--- config.mk ---
export PLATFORM = sky130hd
export DESIGN_NAME = fifo_bit_serializer
export DESIGN_NICKNAME = d
export VERILOG_FILES = /design/src/rtl/fifo_bit_serializer.sv
export SDC_FILE = /design/constraint.sdc
export NUM_CORES = 1
export LEC_CHECK = 0
export CORE_ASPECT_RATIO = 0.8
export CORE_MARGIN = 2
export CORE_UTILIZATION = 45
export DETAILED_ROUTE_END_ITERATION = 12
export MAX_ROUTING_LAYER = met4
export PLACE_DENSITY = 0.73
export SYNTH_ARGS = -nofsm -noshare
export SYNTH_HDL_FRONTEND = slang
export SYNTH_SLANG_ARGS = --single-unit
--- constraint.sdc ---
create_clock -name clk -period 3.8 [get_ports clk]
set_input_delay 1.14 -clock clk [delete_from_list [all_inputs] [get_ports clk]]
set_output_delay 1.14 -clock clk [all_outputs]
set_load 0.1 [all_outputs]
--- src/rtl/fifo_bit_serializer.sv ---
// fifo_bit_serializer: pops one word at a time from a FIFO read port and
// shifts it out bit-serially on a valid/ready link, flagging the last bit of
// each word and counting completed words.
module fifo_bit_serializer #(
  parameter int DATA_WIDTH = 8,
  parameter int MSB_FIRST  = 0,
  parameter int CNT_WIDTH  = 16
) (
  input  logic                  clk,
  input  logic                  resetn,
  input  logic [DATA_WIDTH-1:0] fifo_dout,
  input  logic                  fifo_empty,
  output logic                  fifo_rd,
  input  logic                  ser_ready,
  output logic                  ser_valid,
  output logic                  ser_bit,
  output logic                  ser_last,
  output logic                  busy,
  output logic [CNT_WIDTH-1:0]  words_sent
);

  localparam int CW = (DATA_WIDTH > 1) ? $clog2(DATA_WIDTH) : 1;
  localparam logic [CW-1:0] LAST_IDX = CW'(DATA_WIDTH - 1);

  typedef enum logic {IDLE = 1'b0, SHIFT = 1'b1} state_t;

  state_t                state;
  logic [DATA_WIDTH-1:0] shreg;
  logic [DATA_WIDTH-1:0] shreg_nxt;
  logic [CW-1:0]         bit_cnt;
  logic                  at_last;
  logic                  xfer;

  // Shift toward whichever end feeds ser_bit, back-filling with zeros.
  always_comb begin
    shreg_nxt = shreg;
    if (MSB_FIRST != 0) shreg_nxt = {shreg[DATA_WIDTH-2:0], 1'b0};
    else                shreg_nxt = {1'b0, shreg[DATA_WIDTH-1:1]};
  end

  assign at_last = (bit_cnt == LAST_IDX);
  assign xfer    = ser_valid & ser_ready;

  // Outputs decode registered state only; ser_bit/ser_last are gated so they
  // read 0 outside SHIFT.
  assign ser_valid = (state == SHIFT);
  assign busy      = (state == SHIFT);
  assign ser_last  = (state == SHIFT) & at_last;
  assign ser_bit   = (state == SHIFT) &
                     ((MSB_FIRST != 0) ? shreg[DATA_WIDTH-1] : shreg[0]);

  // Control FSM: capture a word in IDLE, stream it in SHIFT; fifo_rd pulses
  // in the first SHIFT cycle so the FIFO pops at the end of that cycle.
  always_ff @(posedge clk) begin
    if (!resetn) begin
      state      <= IDLE;
      shreg      <= '0;
      bit_cnt    <= '0;
      fifo_rd    <= 1'b0;
      words_sent <= '0;
    end else begin
      fifo_rd <= 1'b0;
      case (state)
        IDLE: begin
          if (!fifo_empty) begin
            shreg   <= fifo_dout;
            bit_cnt <= '0;
            fifo_rd <= 1'b1;
            state   <= SHIFT;
          end
        end
        SHIFT: begin
          if (xfer) begin
            if (at_last) begin
              state      <= IDLE;
              words_sent <= words_sent + CNT_WIDTH'(1);
            end else begin
              shreg   <= shreg_nxt;
              bit_cnt <= bit_cnt + CW'(1);
            end
          end
        end
        default: state <= IDLE;
      endcase
    end
  end

endmodule

==> flow_summary_export.csv, run 1 <==
group,metric,value,unit
place,io_buffer_count,32,
timing,setup_slack,0.961,ns
timing,finalCritPeriodShare,74.7,%
global_routing,grt_pass1_wl,4620,µm
final_layout,postLayoutCoreUtil,60.6,%
final_layout,final_cells,217,
synth,synth_edf_count,0,
synth,ys_async_sr_fraction,0,%
hold_path,hold_class,"reg -> reg",
route,wirelength,2810,µm
setup_path,critPathBufInv,1,
synth,synth_top_cell_area_share,42.1,%
die,dieArea,3530,µm²
synth,synth_area_per_cell,9.32,µm²
setup_path,arrival,1.70,ns
final_layout,multi_input_area,714,µm²
final_layout,drive_gt1_share,19.0,%
route,antenna_left,0,
timing,fmax,352,MHz
clocking,clock_sinks,29,
place,gp_congestion,0.841,
setup_path,slowest_stage,"clkdlybuf4s50_1",
synth,ys_types,41,
status,status,"completed",
route,first_pass_iters,4,
flow_run,max_cap_violations,0,
setup_path,crit_fanout,1,
timing,worst_hold_slack,0.493,ns
timing,fin_tns_setup,0,ns
route,drc,0,
power,p_leak,0.687,nW
global_routing,grt_max_degree,28,
die,io_pins,33,
global_routing,globalRouteOverflowTotal,0,
timing,drv_slew,0,
place,hpwl,2060,µm
route,initialDrtViolationCount,49,
synth,syn-instance-count,148,
setup_path,max_stage_delay,1.12,ns
die,rows,17,
place,placed_area,1640,µm²
global_routing,antenna_found_initial,0,
synth,yosysWarnings,0,
clocking,clockRootBuffer,"clkbuf_8",
clocking,clock_latency,0.28,ns
die,initial_core_util,48.8,%
route,routedWlPerCell,12.9,µm
global_routing,grt_pass1_vias,1035,
clocking,cts_buffer_depth,2,
synth,syn_nets,163,
clocking,cts_made_buffers,5,
setup_path,r2r_slack,1.79,ns
timing,finalSetupViolations,0,
timing,hold_violations,0,
power,powerDensity,367,nW/µm²
clocking,htree_num_levels,2,
setup_path,path_cells,"clkdlybuf4s50_1",
setup_path,path_class,"reg -> out",
synth,synth.area.top_cells,"dfxtp_1 (42%), mux2i_1 (5.8%), nor2_1 (5.7%), a211oi_1 (3.8%), a21oi_1 (3.3%)",
die,die_width,65.9,µm
synth,yosys_register_bits,29,
clocking,ctsHoldBuffers,0,
die,core_area,2830,µm²
clocking,post-cts-setup-buffers,0,
timing,tightest_slew,0.960,ns
global_routing,groute.usage.overall,18.6,%
setup_path,crit_required,2.66,ns
clocking,cts_resized,0,
die,die_h,53.5,µm
synth,ys.flop_type,"dfxtp_1",
route,via_count,1168,
final_layout,fillers,262,
timing,rsz0062_at_grt,"false",
setup_path,cp-end-kind,"output pin",
place,pre_cts_slack,0.872,ns
final_layout,num_antenna_cells,0,
final_layout,syn2layout_area_growth,24.3,%
power,power,630,µW
final_layout,nets,193,
setup_path,path_delay_family,"buffers and inverters",
synth,yosysSeqAreaShare,42.1,%
power,irDropWorstVdd,233,µV
setup_path,startpoint_type,"register",
final_layout,regArea,581,µm²
synth,syn_area,1380,µm²
timing,clock_skew,0.00290,ns
final_layout,finalInstanceArea,1720,µm²
clocking,path_clk_slew,0.06,ns
timing,min_period,2.84,ns
timing,slew_headroom,35.8,%
clocking,cts_tree,"built",
synth,synth_top_area_cell,"dfxtp_1",
route,routed_via_density,5.38,
place,dp.cells,209,
[cell usage after synthesis (2+ instances only)]
| cell | number |
|---|---|
| dfxtp_1 | 29 |
| nor2_1 | 21 |
| a21oi_1 | 9 |
| mux2i_1 | 8 |
| nand2_1 | 8 |
| a211oi_1 | 7 |
| xor2_1 | 5 |
| nand4_1 | 4 |
| o21ai_0 | 4 |
| xnor2_1 | 4 |
| and3_1 | 3 |
| buf_6 | 3 |
| ha_1 | 3 |
| inv_1 | 3 |
| or3_1 | 3 |
| and2_1 | 2 |
| buf_2 | 2 |
| buf_4 | 2 |
| clkbuf_1 | 2 |
| nand3_1 | 2 |
| nor3_1 | 2 |
| o41ai_1 | 2 |
| or4b_1 | 2 |
[metal layers]
| metal | global-route usage, % | part of all wire [%] |
|---|---|---|
| met3 | 5.44 | 5.6 |
| met5 | - | 0 |
| met1 | 22.2 | 46 |
| met2 | 28.1 | 46 |
| met4 | 11.5 | 2.4 |
[tightest hold or removal path: cells and delay by family, from the launching register on]
family,cells,cell delay (ns)
compound gates,1,0.05
simple gates,1,0.09
flops,1,0.30
[state kept, by name (all words and copies together) (netlist names)]
signal,flops
bit_cnt,3
fifo_rd,1
shreg,8
busy,1
words_sent,16
[layout make-up]
class	count	share of cell area [%]
Tap cell	38	2.77
Sequential cell	29	33.8
Timing Repair Buffer	33	16.2
Multi-Input combinational cell	105	41.6
Clock buffer	8	4.67
Inverter	4	0.875
[cells in the final DEF (no fill, tap or decap), types with 2 or more instances in the layout]
master            n
nand4_1           4
nand3_1           2
inv_1             3
nand2_1           8
xnor2_1           4
ha_1              3
and2_1            2
clkbuf_8          5
nor2_1           21
nor3_1            2
o21ai_0           4
clkdlybuf4s50_1  12
or4b_1            2
mux2i_1           8
or3_1             3
a21oi_1           9
a211oi_1          7
and3_1            3
o41ai_1           2
dfxtp_1          29
clkbuf_1          3
buf_4            21
xor2_1            5
[report_power, final]
part | switching [mW] | internal (mW)
Clock | 0.110 | 0.130
Sequential | 0.00445 | 0.314
Combinational | 0.0449 | 0.0273
[kinds of logic (layout without fill, tap and decap cells)]
kind of cell	Yosys count	after routing	share of synthesized area (%)
compound gates	25	25	11.8
buf+inv	14	45	6.16
simple gates	60	60	25.8
flops	29	29	42.1
mux	8	8	5.80
xor+xnor	9	9	5.71
fa+ha+maj	3	3	2.72
[final timing paths]
check                   from        endpoint  cells after the start
hold reg to reg     shreg[0]        shreg[0]                      2
hold / removal      shreg[0]        shreg[0]                      2
setup / recovery     fifo_rd         fifo_rd                      1
setup reg to reg  bit_cnt[0]  words_sent[10]                      6
Note: power is estimated with default switching activity, not from simulation.
==> inputs of run 2 (changes only) <==
- CORE_UTILIZATION: 45 -> 44
- PLACE_DENSITY: 0.73 -> 0.75
- clock period: 3.8 -> 2.45 ns (I/O delays scaled with it)
==> run 2 against run 1 <==
  * Wire length down 0.43%
  * Non-clock buffer count up 4
  * Critical path depth up 3
  * Count of clock-buffer cells in the layout down 1
  * Total power up 60%
  * Hold slack better by 0.0031 ns
  * First-iteration DRC count up 22%
  * Largest cell class unchanged
==> flow_summary_export.csv, run 2 (same netlist as run 1, synthesis figures left out) <==
group,metric,value,unit
status,status,"completed",
final_layout,postLayoutCoreUtil,59.4,%
final_layout,regArea,582,µm²
power,powerDensity,557,nW/µm²
global_routing,groute.usage.overall,18.0,%
global_routing,antenna_found_initial,0,
place,gp_congestion,0.815,
setup_path,crit_fanout,4,
die,core_area,3040,µm²
setup_path,slowest_stage,"dfxtp_1",
clocking,cts_buffer_depth,2,
power,p_leak,0.730,nW
die,dieArea,3600,µm²
final_layout,final_cell_mix,"dfxtp_1 (28), buf_4 (22), nor2_1 (21)",
route,via_count,1163,
route,initialDrtViolationCount,60,
timing,finalSetupViolations,0,
timing,fin_tns_setup,0,ns
global_routing,globalRouteOverflowTotal,0,
clocking,clock_latency,0.28,ns
die,rows,18,
clocking,ctsHoldBuffers,0,
final_layout,nets,197,
route,first_pass_iters,4,
timing,drv_slew,0,
timing,finalCritPeriodShare,87.4,%
hold_path,hold_depth,2,
global_routing,grt_max_degree,28,
die,initial_core_util,45.4,%
setup_path,arrival,1.41,ns
timing,clock_skew,0.00387,ns
setup_path,startpoint_type,"register",
timing,rsz0062_at_grt,"false",
final_layout,top_regs,"words_sent: 16 flops, shreg: 8 flops, bit_cnt: 3 flops",
route,drc,0,
die,io_pins,33,
clocking,clock_sinks,29,
setup_path,r2r_slack,0.67,ns
place,hpwl,2120,µm
global_routing,grt_pass1_vias,1089,
timing,min_period,2.14,ns
die,die_h,54.1,µm
final_layout,fillers,287,
power,irDropWorstVdd,394,µV
setup_path,crit_required,1.71,ns
route,routedWlPerCell,12.6,µm
route,routed_via_density,5.24,
final_layout,multi_input_area,717,µm²
timing,fmax,467,MHz
final_layout,num_antenna_cells,0,
final_layout,drive_gt1_share,23.6,%
setup_path,r2r_cells,6,
timing,hold_violations,0,
setup_path,cp-end-kind,"output pin",
setup_path,path_cells,"ha_1 > ha_1 > and2_2 > buf_12",
route,antenna_left,0,
die,die_width,66.6,µm
timing,slew_headroom,71.5,%
setup_path,max_stage_delay,0.32,ns
clocking,htree_num_levels,2,
clocking,path_clk_slew,0.06,ns
final_layout,syn2layout_area_growth,30.8,%
final_layout,largest_register_ffs,16,
global_routing,grt_pass1_wl,4630,µm
place,io_buffer_count,32,
clocking,cts_resized,0,
clocking,post-cts-setup-buffers,0,
final_layout,mostFrequentLayoutCell,"dfxtp_1",
clocking,cts_tree,"built",
timing,tightest_slew,0.427,ns
final_layout,top_register,"words_sent",
setup_path,cpMostUsedCell,"ha_1",
route,wirelength,2800,µm
clocking,cts_made_buffers,5,
flow_run,max_cap_violations,0,
hold_path,hold_class,"reg -> reg",
clocking,clockRootBuffer,"clkbuf_8",
setup_path,path_class,"reg -> out",
timing,worst_hold_slack,0.496,ns
run 2: worst max-delay path: cells and delay by family, from the launching register on:
kind / cells / cell delay [ns]
buffers and inverters: 1 / 0.16
and+or+nand+nor: 1 / 0.21
adders and majority gates: 2 / 0.44
DFF: 1 / 0.32
run 2: layer usage:
metal	vias to the layer above	global-route usage [%]	share of wire, %
li1	588	-	-
met1	530	20.6	44
met2	40	30.0	48
met3	5	5.23	6.5
met4	0	7.14	1.5
met5	-	-	0
run 2: stage by stage:
step           worst slack, ns  cells  area (µm²)  power [mW]
4_1_cts                  0.290    222        1810        1.02
3_3_place_gp             0.178    215        1720       0.625
3_5_place_dp             0.139    215        1720       0.629
2_1_floorplan         0.000467    148        1380       0.589
5_1_grt                  0.257    222        1810        1.05
6_report                 0.309    222        1810        1.01
run 2: area by class of cell:
type,count,area share [%]
Multi-Input combinational cell,105,39.7
Clock buffer,7,4.78
Sequential cell,29,32.2
Inverter,4,0.832
Timing Repair Buffer,37,19.7
Tap cell,40,2.77
run 2: final timing paths:
check / endpoint / start
worst max-delay path: ser_last / bit_cnt[0]
worst min-delay path: words_sent[15] / words_sent[15]
worst min register to register: words_sent[15] / words_sent[15]
worst max register to register: shreg[2] / bit_cnt[0]
run 2: power breakdown:
part	switching (mW)	internal (mW)
logic	0.0658	0.0521
clock network	0.165	0.222
registers	0.0140	0.487
total	0.244	0.761
==> inputs of run 3 (changes only) <==
--- a/config.mk
+++ b/config.mk
@@ -6,4 +6,5 @@
 export NUM_CORES = 1
 export LEC_CHECK = 0
+export CAP_MARGIN = 20
 export CORE_ASPECT_RATIO = 0.8
 export CORE_MARGIN = 2
==> constraint.sdc (replaced) <==
create_clock -name clk -period 2.45 [get_ports clk]
set_input_delay 0.735 -clock clk [delete_from_list [all_inputs] [get_ports clk]]
set_output_delay 0.735 -clock clk [all_outputs]
set_load 0.01 [all_outputs]
==> run 3 against run 2 <==
  * Die area unchanged
  * Highest routed layer unchanged
  * Sequential share of layout area is 0.31 points lower
  * Count of clock-buffer cells in the layout unchanged
  * Non-clock buffer count stayed put
  * Via count barely moved
  * First-iteration DRC count shrank 38%
  * Sequential power hardly changed
  * Cell area rose by 0.76%
  * Sequential cell count stayed put
==> flow_summary_export.csv, run 3 (same netlist as run 1, synthesis figures left out) <==
group,metric,value,unit
global_routing,antenna_found_initial,0,
route,initialDrtViolationCount,37,
setup_path,arrival,1.64,ns
setup_path,critPathBufInv,1,
setup_path,slowest_stage,"clkdlybuf4s50_1",
hold_path,hold_class,"reg -> reg",
route,first_pass_iters,4,
global_routing,grt_pass1_vias,1144,
setup_path,path_delay_family,"buffers and inverters",
timing,drv_slew,0,
setup_path,max_stage_delay,0.52,ns
die,die_h,54.1,µm
route,antenna_left,0,
timing,min_period,2.38,ns
final_layout,mostFrequentLayoutCell,"clkdlybuf4s50_1",
timing,finalSetupViolations,0,
route,via_count,1164,
status,status,"completed",
clocking,clock_sinks,29,
route,routed_via_density,5.24,
clocking,cts_buffer_depth,2,
timing,slew_headroom,70.5,%
final_layout,nets,197,
setup_path,path_cells,"ha_2 > ha_4 > and2_1 > clkdlybuf4s50_1",
route,wirelength,3040,µm
clocking,cts_made_buffers,5,
route,drc,0,
clocking,path_clk_slew,0.06,ns
clocking,clockRootBuffer,"clkbuf_8",
place,gp_congestion,0.861,
setup_path,path_class,"reg -> out",
timing,fin_tns_setup,0,ns
final_layout,final_cell_mix,"clkdlybuf4s50_1 (32), dfxtp_1 (29), nor2_1 (21)",
route,routedWlPerCell,13.7,µm
flow_run,max_cap_violations,0,
place,pre_cts_slack,0.108,ns
timing,hold_violations,0,
die,io_pins,33,
timing,tightest_slew,0.442,ns
setup_path,cp-end-kind,"output pin",
global_routing,groute.usage.overall,19.8,%
timing,fmax,420,MHz
clocking,cts_tree,"built",
timing,rsz0062_at_grt,"false",
die,dieArea,3600,µm²
timing,worst_hold_slack,0.507,ns
die,core_area,3040,µm²
global_routing,grt_pass1_wl,5010,µm
die,initial_core_util,45.4,%
die,die_width,66.6,µm
final_layout,num_antenna_cells,0,
power,p_leak,0.667,nW
timing,finalCritPeriodShare,97.1,%
setup_path,crit_required,1.71,ns
final_layout,top_register,"words_sent",
clocking,clock_latency,0.29,ns
final_layout,syn2layout_area_growth,31.8,%
global_routing,globalRouteOverflowTotal,0,
clocking,post-cts-setup-buffers,0,
setup_path,crit_fanout,4,
place,hpwl,2210,µm
final_layout,drive_gt1_share,11.5,%
die,rows,18,
final_layout,largest_register_ffs,16,
timing,setup_slack,0.0713,ns
final_layout,final_cells,222,
clocking,ctsHoldBuffers,0,
place,io_buffer_count,32,
power,powerDensity,539,nW/µm²
place,dp.cells,215,
setup_path,startpoint_type,"register",
clocking,htree_num_levels,2,
timing,clock_skew,0.00289,ns
global_routing,grt_max_degree,20,
power,irDropWorstVdd,365,µV
final_layout,top_regs,"words_sent: 16 flops, shreg: 8 flops, bit_cnt: 3 flops",
power,power,981,µW
run 3: tightest hold or removal path: cells and delay by family, from the launching register on:
family          cells  cell delay [ns]
compound gates      1             0.05
flops               1             0.31
simple gates        1             0.10
run 3: power by group:
part	total, mW	switching, mW	internal [mW]	leakage [nW]
Sequential	0.498	0.0107	0.487	0.236
Clock	0.396	0.174	0.222	0.0443
Combinational	0.0879	0.0422	0.0457	0.387
Total	0.981	0.227	0.755	0.667
run 3: repair_timing:
item,in CTS,in global routing
endpoints found under the setup margin,1,1
gates resized for setup,1,2
pin swaps,0,0
run 3: worst paths after layout:
path | start | slack (ns) | depth (start not counted) | to
setup / recovery | bit_cnt[1] | 0.07 | 4 | ser_last
hold / removal | shreg[5] | 0.51 | 2 | shreg[5]
setup reg to reg | bit_cnt[0] | 0.61 | 6 | shreg[4]
hold reg to reg | shreg[5] | 0.51 | 2 | shreg[5]
run 3: layer usage:
| layer | GRT usage [%] | part of all wire (%) |
|---|---|---|
| met1 | 21.2 | 43 |
| met3 | 5.02 | 4.8 |
| met4 | 11.2 | 2.2 |
| met2 | 34.0 | 50 |
| met5 | - | 0 |
run 3: layout make-up:
cell class | instances | area (µm²)
Clock buffer | 7 | 86.3
Fill cell | 271 | 1220
Inverter | 4 | 15.0
Timing Repair Buffer | 37 | 358
Tap cell | 40 | 50.0
Multi-Input combinational cell | 105 | 729
Sequential cell | 29 | 581
run 3: per-stage QoR:
| step | util (%) | area, µm² |
|---|---|---|
| global route | 59.8 | 1820 |
| floorplan | - | 1380 |
| detailed placement | 56.5 | 1720 |
| finish | 59.8 | 1820 |
| global placement | 56.5 | 1720 |
| CTS | 59.4 | 1810 |
